--- src/rtl/bit_serializer.sv ---
// ---------------------------------------------------------------------------
// bit_serializer
//   Takes WIDTH-bit words over a valid/ready handshake, queues them in a
//   DEPTH-entry FIFO and plays them out one bit per cycle with a per-bit
//   valid strobe. The output side never stalls; optional idle gaps follow
//   each word.
//
// Parameters
//   WIDTH      word width in bits (>= 2)
//   DEPTH      FIFO depth in words (power of two, >= 2)
//   MSB_FIRST  1: bit WIDTH-1 leaves first, 0: bit 0 leaves first
//   GAP        idle cycles after each word (0..15)
//
// Build option
//   BIT_SERIALIZER_PARITY_EN  when defined, each word is followed by one
//                             extra valid cycle carrying its even parity.
//
// Ports
//   clk_i         clock, rising edge
//   rst_i         asynchronous reset, active low
//   data_i        input word
//   data_valid_i  data_i is valid
//   data_ready_o  FIFO can accept a word (registered)
//   valid_o       d_o carries a serial bit this cycle (registered)
//   d_o           serial bit, 0 when valid_o is 0 (registered)
//   sow_o         first bit of a word (registered)
//   busy_o        FIFO not empty or FSM not idle
// ---------------------------------------------------------------------------
module bit_serializer #(
    parameter int WIDTH     = 8,
    parameter int DEPTH     = 4,
    parameter int MSB_FIRST = 1,
    parameter int GAP       = 0
) (
    input  logic             clk_i,
    input  logic             rst_i,
    input  logic [WIDTH-1:0] data_i,
    input  logic             data_valid_i,
    output logic             data_ready_o,
    output logic             valid_o,
    output logic             d_o,
    output logic             sow_o,
    output logic             busy_o
);

    localparam int AW = $clog2(DEPTH);
    localparam int CW = $clog2(WIDTH);

    localparam logic [AW:0]   CNT_FULL = (AW+1)'(DEPTH);
    localparam logic [AW:0]   CNT_ONE  = (AW+1)'(1);
    localparam logic [AW-1:0] PTR_ONE  = AW'(1);
    localparam logic [CW-1:0] BIT_LAST = CW'(WIDTH-1);
    localparam logic [CW-1:0] BIT_ONE  = CW'(1);
    localparam logic [3:0]    GAP_LOAD = (GAP > 0) ? 4'(GAP-1) : 4'd0;

    localparam logic [1:0] S_IDLE  = 2'd0;
    localparam logic [1:0] S_SHIFT = 2'd1;
`ifdef BIT_SERIALIZER_PARITY_EN
    localparam logic [1:0] S_PAR   = 2'd2;
`endif
    localparam logic [1:0] S_GAP   = 2'd3;

    // FIFO
    logic [WIDTH-1:0] r_mem [DEPTH];
    logic [AW-1:0]    r_wptr;
    logic [AW-1:0]    r_rptr;
    logic [AW:0]      r_count;
    logic             r_ready;

    // serializer
    logic [1:0]       r_state;
    logic [WIDTH-1:0] r_shift;
    logic [CW-1:0]    r_bcnt;
    logic [3:0]       r_gcnt;
    logic             r_valid;
    logic             r_d;
    logic             r_sow;
`ifdef BIT_SERIALIZER_PARITY_EN
    logic             r_par;
`endif

    logic             w_push;
    logic             w_pop;
    logic             w_empty;
    logic             w_word_done;
    logic [AW:0]      w_count_next;
    logic [WIDTH-1:0] w_rd_data;

    assign w_rd_data = r_mem[r_rptr];

    always_comb begin
        w_empty = (r_count == '0);
        w_push  = data_valid_i & r_ready;
        // Last cycle of a word's valid bits: its exit decides GAP / reload / IDLE.
`ifdef BIT_SERIALIZER_PARITY_EN
        w_word_done = (r_state == S_PAR);
`else
        w_word_done = (r_state == S_SHIFT) && (r_bcnt == '0);
`endif
        // Pop only on the edge where the FSM takes a new word into the shifter.
        w_pop = !w_empty && ((r_state == S_IDLE) ||
                             (w_word_done && (GAP == 0)) ||
                             ((r_state == S_GAP) && (r_gcnt == '0)));
        w_count_next = r_count;
        if (w_push && !w_pop)
            w_count_next = r_count + CNT_ONE;
        else if (w_pop && !w_push)
            w_count_next = r_count - CNT_ONE;
    end

    always_ff @(posedge clk_i) begin
        if (w_push)
            r_mem[r_wptr] <= data_i;
    end

    always_ff @(posedge clk_i or negedge rst_i) begin
        if (!rst_i) begin
            r_wptr  <= '0;
            r_rptr  <= '0;
            r_count <= '0;
            r_ready <= 1'b0;
        end else begin
            if (w_push)
                r_wptr <= r_wptr + PTR_ONE;
            if (w_pop)
                r_rptr <= r_rptr + PTR_ONE;
            r_count <= w_count_next;
            // Registered from the next count so a fill to DEPTH drops ready on the same edge.
            r_ready <= (w_count_next != CNT_FULL);
        end
    end

    always_ff @(posedge clk_i or negedge rst_i) begin
        if (!rst_i) begin
            r_state <= S_IDLE;
            r_shift <= '0;
            r_bcnt  <= '0;
            r_gcnt  <= '0;
            r_valid <= 1'b0;
            r_d     <= 1'b0;
            r_sow   <= 1'b0;
`ifdef BIT_SERIALIZER_PARITY_EN
            r_par   <= 1'b0;
`endif
        end else begin
            r_valid <= 1'b0;
            r_d     <= 1'b0;
            r_sow   <= 1'b0;
            if (w_pop) begin
                // First bit goes straight to d_o; shifter keeps the rest.
                r_state <= S_SHIFT;
                r_bcnt  <= BIT_LAST;
                r_valid <= 1'b1;
                r_sow   <= 1'b1;
                if (MSB_FIRST != 0) begin
                    r_d     <= w_rd_data[WIDTH-1];
                    r_shift <= {w_rd_data[WIDTH-2:0], 1'b0};
                end else begin
                    r_d     <= w_rd_data[0];
                    r_shift <= {1'b0, w_rd_data[WIDTH-1:1]};
                end
`ifdef BIT_SERIALIZER_PARITY_EN
                r_par   <= ^w_rd_data;
`endif
            end else if (w_word_done) begin
                if (GAP > 0) begin
                    r_state <= S_GAP;
                    r_gcnt  <= GAP_LOAD;
                end else begin
                    r_state <= S_IDLE;
                end
            end else begin
                case (r_state)
                    S_SHIFT: begin
                        if (r_bcnt != '0) begin
                            r_valid <= 1'b1;
                            r_bcnt  <= r_bcnt - BIT_ONE;
                            if (MSB_FIRST != 0) begin
                                r_d     <= r_shift[WIDTH-1];
                                r_shift <= {r_shift[WIDTH-2:0], 1'b0};
                            end else begin
                                r_d     <= r_shift[0];
                                r_shift <= {1'b0, r_shift[WIDTH-1:1]};
                            end
                        end
`ifdef BIT_SERIALIZER_PARITY_EN
                        else begin
                            r_state <= S_PAR;
                            r_valid <= 1'b1;
                            r_d     <= r_par;
                        end
`endif
                    end
                    S_GAP: begin
                        if (r_gcnt != '0)
                            r_gcnt <= r_gcnt - 4'd1;
                        else
                            r_state <= S_IDLE;
                    end
                    default: r_state <= S_IDLE;
                endcase
            end
        end
    end

    assign data_ready_o = r_ready;
    assign valid_o      = r_valid;
    assign d_o          = r_d;
    assign sow_o        = r_sow;
    assign busy_o       = !w_empty || (r_state != S_IDLE);

endmodule

--- config.mk ---
export PLATFORM = sky130hd
export DESIGN_NAME = bit_serializer
export DESIGN_NICKNAME = d
export VERILOG_FILES = /design/src/rtl/bit_serializer.sv
export SDC_FILE = /design/constraint.sdc
export NUM_CORES = 1
export LEC_CHECK = 0
export ABC_AREA = 1
export CORE_ASPECT_RATIO = 0.9
export CORE_MARGIN = 10
export CORE_UTILIZATION = 45
export CTS_CLUSTER_SIZE = 8
export DETAILED_ROUTE_END_ITERATION = 7
export MAX_ROUTING_LAYER = met4
export PLACE_DENSITY = 0.74
export SYNTH_ARGS = -nofsm -noshare
export SYNTH_HDL_FRONTEND = slang
export SYNTH_SLANG_ARGS = --single-unit
--- constraint.sdc ---
create_clock -name clk_i -period 1.9 [get_ports clk_i]
set_input_delay 0.19 -clock clk_i [delete_from_list [all_inputs] [get_ports clk_i]]
set_output_delay 0.19 -clock clk_i [all_outputs]
set_load 0.03 [all_outputs]
==> flow_summary.yaml, run 1 <==
job:
  max_cap_viols: 0
clocking:
  post_cts_buffers: 0
  cts.reportedPaths.clkPinSlew_ps: 90
  cts_max_level: 2
  insertion_delay_ps: 300
  clkSinkCount: 54
  tritoncts.num_buffers: 5
  clock_tree.root_cell: "clkbuf_8"
  cts_hold_buffers: 0
  tritoncts_clock_tree: "yes"
  clk_path_buf_depth: 2
global_routing:
  grt_first_pass_wirelength_um: 6860
  grt_max_degree: 23
  grt_overflow: 0
  grt_usage_pct: 10.6
  grt_pass1_vias: 1522
  antenna_found_initial: 0
status:
  run_status: "finished clean"
worst_setup_path:
  cp_data_arrival_time_ps: 1490
  worst_ep_required_time_ps: 1710
  worst_path_largest_cell_delay_ps: 400
  crit_type: "reg -> out"
  path_max_fanout: 3
  cp_slowest_cell: "dfrtp_1"
  critical_path.endpoint_type: "output pin"
  chain_of_cells_forming_the_critical_path: "inv_1 -> ha_1 -> nand2_4 -> or2_2 -> clkbuf_2"
  setup.worst_path.start_class: "register"
  critPathBufInv: 2
  crit_family: "flip-flops"
yosys:
  mappedNetlistArea_um2: 2340
  post_synth_inst_count: 204
  synth_warnings: 0
  synth_sequential_area_ratio_pct: 64.6
  syn_nets: 224
  synth-seq-cells: 54
  avgSynthCellArea_um2: 11.5
  synth_cell_type_count: 23
final_layout:
  final_cell_area_um2: 2680
  fin_cells: 293
  ratio_of_cells_with_drive_above_1_in_the_final_layout_pct: 11.8
  final_util_pct: 54.4
  area_growth_pct: 14.4
  num_antenna_cells: 0
  fin_nets: 247
place:
  hpwl_um: 2790
  post-place-cells: 285
  finalWeightedCongestion: 0.816
  post_dp_cell_area_um2: 2570
  numPortBuffers: 15
sta:
  slew_violations: 0
  layout_min_cycle_time_ps: 1680
  timing_worst_slew_pin_value_ps: 442
  grt_setup_unrepaired: "no"
  setup_total_negative_slack_ps: 0
  post-route-period-util_pct: 88.6
  report.final.setup_viol: 0
  final_hold_vio_count: 0
  max-slew-margin-rel_pct: 70.5
  clock.fmax_mhz: 594
  timing.clock.skew_ps: 8.18
die:
  core_area_um2: 4920
  die_width_um: 96.0
  placement_rows: 24
  floorplan.die.height_um: 88.4
  die-area_um2: 8490
  initial_utilization_pct: 47.5
  boundaryPins: 16
power:
  p_leak_uw: 0.00113
  maximum_ir_drop_on_the_vdd_rail_uv: 763
  total_power_uw: 4110
  pwr_density_cell_nw_per_um2: 1540
route:
  drt_pass1_iterations: 4
  via_to_cell_ratio: 4.99
  num_vias: 1463
  detail_route_antenna_nets: 0
  post_drt_wl_per_cell_um: 13.6
  drc: 0
  routed_wl_um: 3990
  dr.first_iter.drc_count: 113
worst_hold_path:
  type_of_the_worst_min_delay_path: "in -> async"
routing by layer:
layer | vias up | part of all wire [%] | wire (µm) | track usage (%)
met5 | - | 0 | 0 | -
met4 | 0 | 1.5 | 59 | 4.02
met3 | 5 | 4.3 | 172 | 2.37
met2 | 30 | 52 | 2080 | 18.0
met1 | 698 | 42 | 1680 | 12.0
li1 | 730 | - | - | -
cells by family (layout without fill, tap and decap cells):
| logic type | Yosys count | count (layout) | share of synthesized area (%) |
|---|---|---|---|
| AOI/OAI and AO/OA | 40 | 40 | 9.63 |
| DFF | 54 | 54 | 64.6 |
| buffers and inverters | 38 | 62 | 7.33 |
| adders and majority gates | 9 | 9 | 4.81 |
| xor gates and xnor gates | 2 | 2 | 0.749 |
| and+or+nand+nor | 61 | 61 | 12.9 |
final cells by class:
class / instances / area (µm²)
Inverter: 32 / 120
Timing Repair Buffer: 22 / 198
Clock inverter: 2 / 37.5
Fill cell: 417 / 2250
Clock buffer: 6 / 72.6
Sequential cell: 54 / 1510
Multi-Input combinational cell: 112 / 657
Tap cell: 65 / 81.3
worst register-to-register path, stage by stage (launching register included):
cell and delay (ps):
dfrtp_1 360, inv_1 110, ha_1 170, nand2_2 70, nand2_4 180, nand3_1 180
nand3_1 140, nand2_2 70, nor2_1 90, nand2_1 50
cells in the mapped netlist (all sizes together):
cell type	instances	share of area (%)
nand3	8	1.7
nand3b	1	0.32
a21oi	9	1.9
or2	1	0.27
ha	9	4.8
xor2	2	0.75
o21ai	23	4.9
nand2	32	7.4
dfrtp	22	24
nor2	18	2.9
o221ai	6	2.2
o22ai	2	0.53
inv	32	5.1
edfxtp	32	41
buf	6	2.2
nand4	1	0.27
sequential cells by signal, summed over array words and instances (netlist names):
signal / cells
r_count: 3
d_o: 1
r_bcnt: 3
data_ready_o: 1
r_mem: 32
r_rptr: 2
r_wptr: 2
valid_o: 1
sow_o: 1
r_shift: 7
r_state: 1
where the power goes:
part,leakage [µW],switching [µW],internal [µW],total (µW)
sequential,0.000551,196,1610,1800
combinational,0.000527,990,578,1570
clock,0.0000514,349,393,742
worst paths after layout:
| path | startpoint | endpoint | slack [ps] | depth (start not counted) |
|---|---|---|---|---|
| setup / recovery | r_count[0]$_DFF_PN0_ | busy_o | 220 | 5 |
| hold / removal | rst_i | r_shift[4]$_DFFE_PN0P_ | 230 | 2 |
| setup reg to reg | r_bcnt[0]$_DFFE_PN0P_ | data_ready_o$_DFF_PN0_ | 390 | 9 |
| hold reg to reg | r_bcnt[2]$_DFFE_PN0P_ | r_bcnt[2]$_DFFE_PN0P_ | 490 | 1 |
| max in group asynchronous | rst_i | r_count[0]$_DFF_PN0_ | 1440 | 2 |
| min in group clk_i | r_bcnt[2]$_DFFE_PN0P_ | r_bcnt[2]$_DFFE_PN0P_ | 490 | 1 |
timing repair:
action	CTS	global route
endpoints found under the setup margin	1	1
pin swaps	0	0
gates resized for setup	1	2
per-stage QoR:
step                hold WS, ps  setup WS [ps]
finish                      230            216
global route                245           97.4
CTS                         236           23.4
detailed placement          485            116
global placement            470            140
floorplan                  -106            469
layout by cell type (no fill, tap or decap), types with 2 or more instances in the layout:
cell	netlist	final
nor2_1	18	18
o22ai_1	2	2
nand2_4	4	4
o21ai_1	3	3
edfxtp_1	32	32
nand2_2	3	3
xor2_1	2	2
clkdlybuf4s50_1	0	14
a21oi_1	9	9
inv_2	3	3
dfrtp_1	22	22
nand2_1	24	24
nand3_1	8	8
buf_4	1	7
ha_1	9	9
clkbuf_8	0	5
inv_1	29	29
o221ai_1	6	6
o21ai_0	20	20
No activity file was read; power rests on OpenSTA's default activity.
==> run 2, diff against run 1 <==
CTS_CLUSTER_SIZE = 16   (was 8)
==> results of run 2 <==
The final DEF is identical to that of run 1; final timing and power are the same.
==> edit 1: new RTL, flow settings as in run 1 <==
Build with the macro `BIT_SERIALIZER_PARITY_EN` defined.
--- a/src/rtl/bit_serializer.sv
+++ b/src/rtl/bit_serializer.sv
@@ -26,6 +26,8 @@
 //   sow_o         first bit of a word (registered)
 //   busy_o        FIFO not empty or FSM not idle
 // ---------------------------------------------------------------------------
+`define BIT_SERIALIZER_PARITY_EN
+
 module bit_serializer #(
     parameter int WIDTH     = 8,
     parameter int DEPTH     = 4,
Function: same outputs for any inputs over 10 cycles, from zero or initial values and one cycle with rst_i low; that may be too few to reach the edited logic, so the function may still have changed.
==> edit 1 against run 1 <==
- sequential power is 9% higher
- critical path depth is 1 lower
- sequential cell count is 6 higher
- critical endpoint unchanged
- utilization hardly changed
- wire length is 37% higher
- non-clock buffer count is 4 higher
- area after synthesis is 25% higher
- worst setup slack worse by 14 ps
- critical path type unchanged
- total power is 37% higher
- final area is 26% higher
- combinational power is 69% higher
- sequential share of layout area is 7.2 points lower
==> edit 1: results (changes against run 1) <==
* Seq Cell Count at 60 (+11%)
* Multi-input combinational area share at 0.309 (+0.0637)
* Top post-synthesis cells by area: edfxtp_1 33%, dfrtp_1 24%, nand2_1 15%
* P_int at 3290 uW (+27%)
* CTS H-tree lvls at 3 (+1)
* Gp weighted congestion at 0.782 (-4.2%)
* Synthesized area per cell at 9.36 um2 (-18%)
* Post-placement setup slack at 245 ps (+129 ps)
* Met1 Resource Use GR at 0.141 (+0.0210)
* Comb group at 2660 uW (+69%)
* Worst Tran Pin Value at 354 ps (-88.8 ps)
* Leading registers by flop count: r_mem (32), r_shift (7), r_gcnt (4)
* Grt met3 use at 0.0271 (+0.00343)
* CLK BUF at 11 (+5)
* Placed cell area at 3210 um2 (+25%)
* Delay-heaviest family, CP: buffers and inverters
* Status: completed
* Commonest cells in the netlist: 118 x nand2_1, 35 x inv_1, 32 x edfxtp_1, 28 x dfrtp_1, 21 x nand3_1
* Sw Share at 0.418 (+0.0448)
* First-pass GRT wire length at 9.16 mm (+34%)
* Vias in the first global route at 1,997 (+31%)
* Via count at 2,087 (+43%)
* Multi-input comb cells at 206 (+84%)
* 1st-iter DRT viols at 138 (+22%)
* Via-per-instance ratio at 4.80 (-3.9%)
* Netlist cell types at 27 (+17%)
* Total GRT Usage at 0.117 (+0.0110)
* Leak pwr at 0.00160 uW (+41%)
* Post-synthesis net count at 335 (+50%)
* Slowest cell on crit path: dlygate4sd2_1
* Signal inverters at 41 (+28%)
* Worst vdd ir at 769 uV (+0.83%)
* Clock skew at 7.30 ps (-0.878 ps)
* Largest net degree at the start of global routing at 29 (+26%)
* Share of layout cells above drive strength 1 at 0.118 (-0.000605)
* Layout Nets at 366 (+48%)
* Routed WL at 5.49 mm (+37%)
* Dpl cells at 420 (+47%)
* Filler Cells Inserted at 548 (+31%)
* Met3 WL at 221 um (+28%)
* CP arrival at 1510 ps (+20 ps)
==> edit 1: cell count changes after synthesis, moves of 7 or more <==
cell | before | now
nand2_1 | 24 | 118
nand3_1 | 8 | 21
nor2_1 | 18 | 9
o21ai_0 | 20 | 5
nand2_2 | 3 | 10
==> edit 1: worst paths after layout <==
check | start | endpoint | slack [ps]
setup reg to reg | r_gcnt[0] | r_shift[4] | 230
setup / recovery | r_count[0] | busy_o | 200
hold reg to reg | r_shift[3] | r_shift[3] | 470
max in group asynchronous | rst_i | r_gcnt[0] | 1400
hold / removal | rst_i | r_bcnt[2] | 230
min in group clk_i | r_shift[3] | r_shift[3] | 470
==> edit 1: cell families after synthesis <==
kind of cell             share of synthesized area
XOR/XNOR                                    0.0149
AND/OR/NAND/NOR                              0.243
buffers and inverters                       0.0769
AO/OA/AOI/OAI                               0.0508
adder cells (fa/ha/maj)                     0.0470
flip-flops                                   0.567
==> edit 2: new RTL, config.mk and constraints of run 1 <==
Without the edit above. Reset style: synchronous (`rst_i`), changed in 2 clocked blocks. Comments in the files are not updated.
--- a/src/rtl/bit_serializer.sv
+++ b/src/rtl/bit_serializer.sv
@@ -113,7 +113,7 @@
             r_mem[r_wptr] <= data_i;
     end
 
-    always_ff @(posedge clk_i or negedge rst_i) begin
+    always_ff @(posedge clk_i) begin
         if (!rst_i) begin
             r_wptr  <= '0;
             r_rptr  <= '0;
@@ -130,7 +130,7 @@
         end
     end
 
-    always_ff @(posedge clk_i or negedge rst_i) begin
+    always_ff @(posedge clk_i) begin
         if (!rst_i) begin
             r_state <= S_IDLE;
             r_shift <= '0;
Check against the original RTL: differs if rst_i is asserted again (counterexample within 4 cycles, from zero or initial values and one cycle with rst_i low); with rst_i held inactive, the same outputs for 10 cycles.
==> edit 2 against run 1 <==
- critical path depth up 1
- final area down 2.5%
- first-iteration DRC count down 29%
- clock skew down 1.5 ps
- clock power down 19%
- total power down 6.4%
- sequential cell count up 2
- worst setup slack worse by 59 ps
- sequential share of layout area down 1.2 points
- area after synthesis down 2.2%
- synthesized cell count up 4.4%
- wire length up 0.13%
- via count up 5.1%
- count of clock-buffer cells in the layout up 1
- critical endpoint unchanged
==> edit 2: results (changes against run 1) <==
* P_sw at 1500 uW (-2.4%)
* Synth Area in Compound Gates at 0.122 (+0.0262)
* Share of layout cells above drive strength 1 at 0.105 (-0.0129)
* Leak pwr at 0.000995 uW (-12%)
* Grt met3 use at 0.0265 (+0.00281)
* Slowest cell on crit path: dlygate4sd2_1
* Layout Nets at 256 (+3.6%)
* Gp weighted congestion at 0.731 (-10%)
* Netlist cell types at 27 (+17%)
* Post-synthesis net count at 233 (+4.0%)
* Adder-cell share of the synthesized area at 0.0492 (+0.00108)
* Syn-to-layout area delta at 14.1%
* Clock share of power at 0.155 (-0.025)
* Met2 routed WL at 1.70 mm (-18%)
* Post-placement setup slack at 188 ps (+71.5 ps)
* Clock skew at 6.72 ps (-1.45 ps)
* Worst vdd ir at 580 uV (-24%)
* Total GRT Usage at 0.107 (+0.000960)
* Power Sequential at 1690 uW (-6%)
* Max Clock Freq at 574 MHz (-3.4%)
* Reg2reg setup slack at 480 ps (+90 ps)
* Via count at 1,537 (+5.1%)
* Met1 Resource Use GR at 0.132 (+0.0125)
* R2R Path Start: r_count[0]
* Min-delay worst type: register to register
* 1st-iter DRT viols at 80 (-29%)
* R2R Path End: data_ready_o
* Post-synth ARST share at 0 (-0.407)
* Status: completed
* Commonest cells in the netlist: 32 x edfxtp_1, 31 x nand2_1, 24 x dfxtp_1, 20 x inv_1, 19 x nor2_1
* Worst Path Max Fanout at 4 (+1)
* M1 wire length at 1.97 mm (+17%)
* Placed cell area at 2530 um2 (-1.7%)
* CP arrival at 1550 ps (+60 ps)
* HPWL Detailed at 2.82 mm (+1.3%)
* Routed WL at 4.00 mm (+0.13%)
* Met2 GRT Util at 0.150 (-0.0291)
* P_int at 2350 uW (-8.7%)
* Xor/xnor share of the synthesized area at 0.00383 (-0.00366)
* Worst Tran Pin Value at 452 ps (+9.73 ps)
* Top post-synthesis cells by area: edfxtp_1 42%, dfxtp_1 21%, nand2_1 5.1%
* Vias in the first global route at 1,440 (-5.4%)
* Filler Cells Inserted at 437 (+4.8%)
-- edit 2: changes by cell type after synthesis, sizes merged, moves of 3 or more --
cell           run 1  this run
nand2             32        37
o21ai             23        20
dfrtp             22         0
inv               32        25
a31oi              0         6
o22ai              2         6
dfxtp              0        24
o221ai             6         0
-- edit 2: cell families (layout without fill, tap and decap cells) --
kind of cell	Yosys count	after routing
AO/OA/AOI/OAI	48	48
buffers and inverters	30	54
XOR/XNOR	1	1
AND/OR/NAND/NOR	69	69
adder cells (fa/ha/maj)	9	9
flip-flops	56	56
-- edit 2: critical path, delay by kind of cell, from the launching register on --
| kind | cells | cell delay, ps |
|---|---|---|
| flops | 1 | 360 |
| fa+ha+maj | 1 | 230 |
| buf+inv | 3 | 520 |
| simple gates | 2 | 150 |
-- edit 2: layout make-up --
class | instances | share of cell area
timing repair buffer | 21 | 0.0743
clock buffer | 7 | 0.0292
inverter | 25 | 0.0369
sequential | 56 | 0.552
multi-input combinational | 127 | 0.274
tap | 65 | 0.0312
clock inverter | 1 | 0.00192
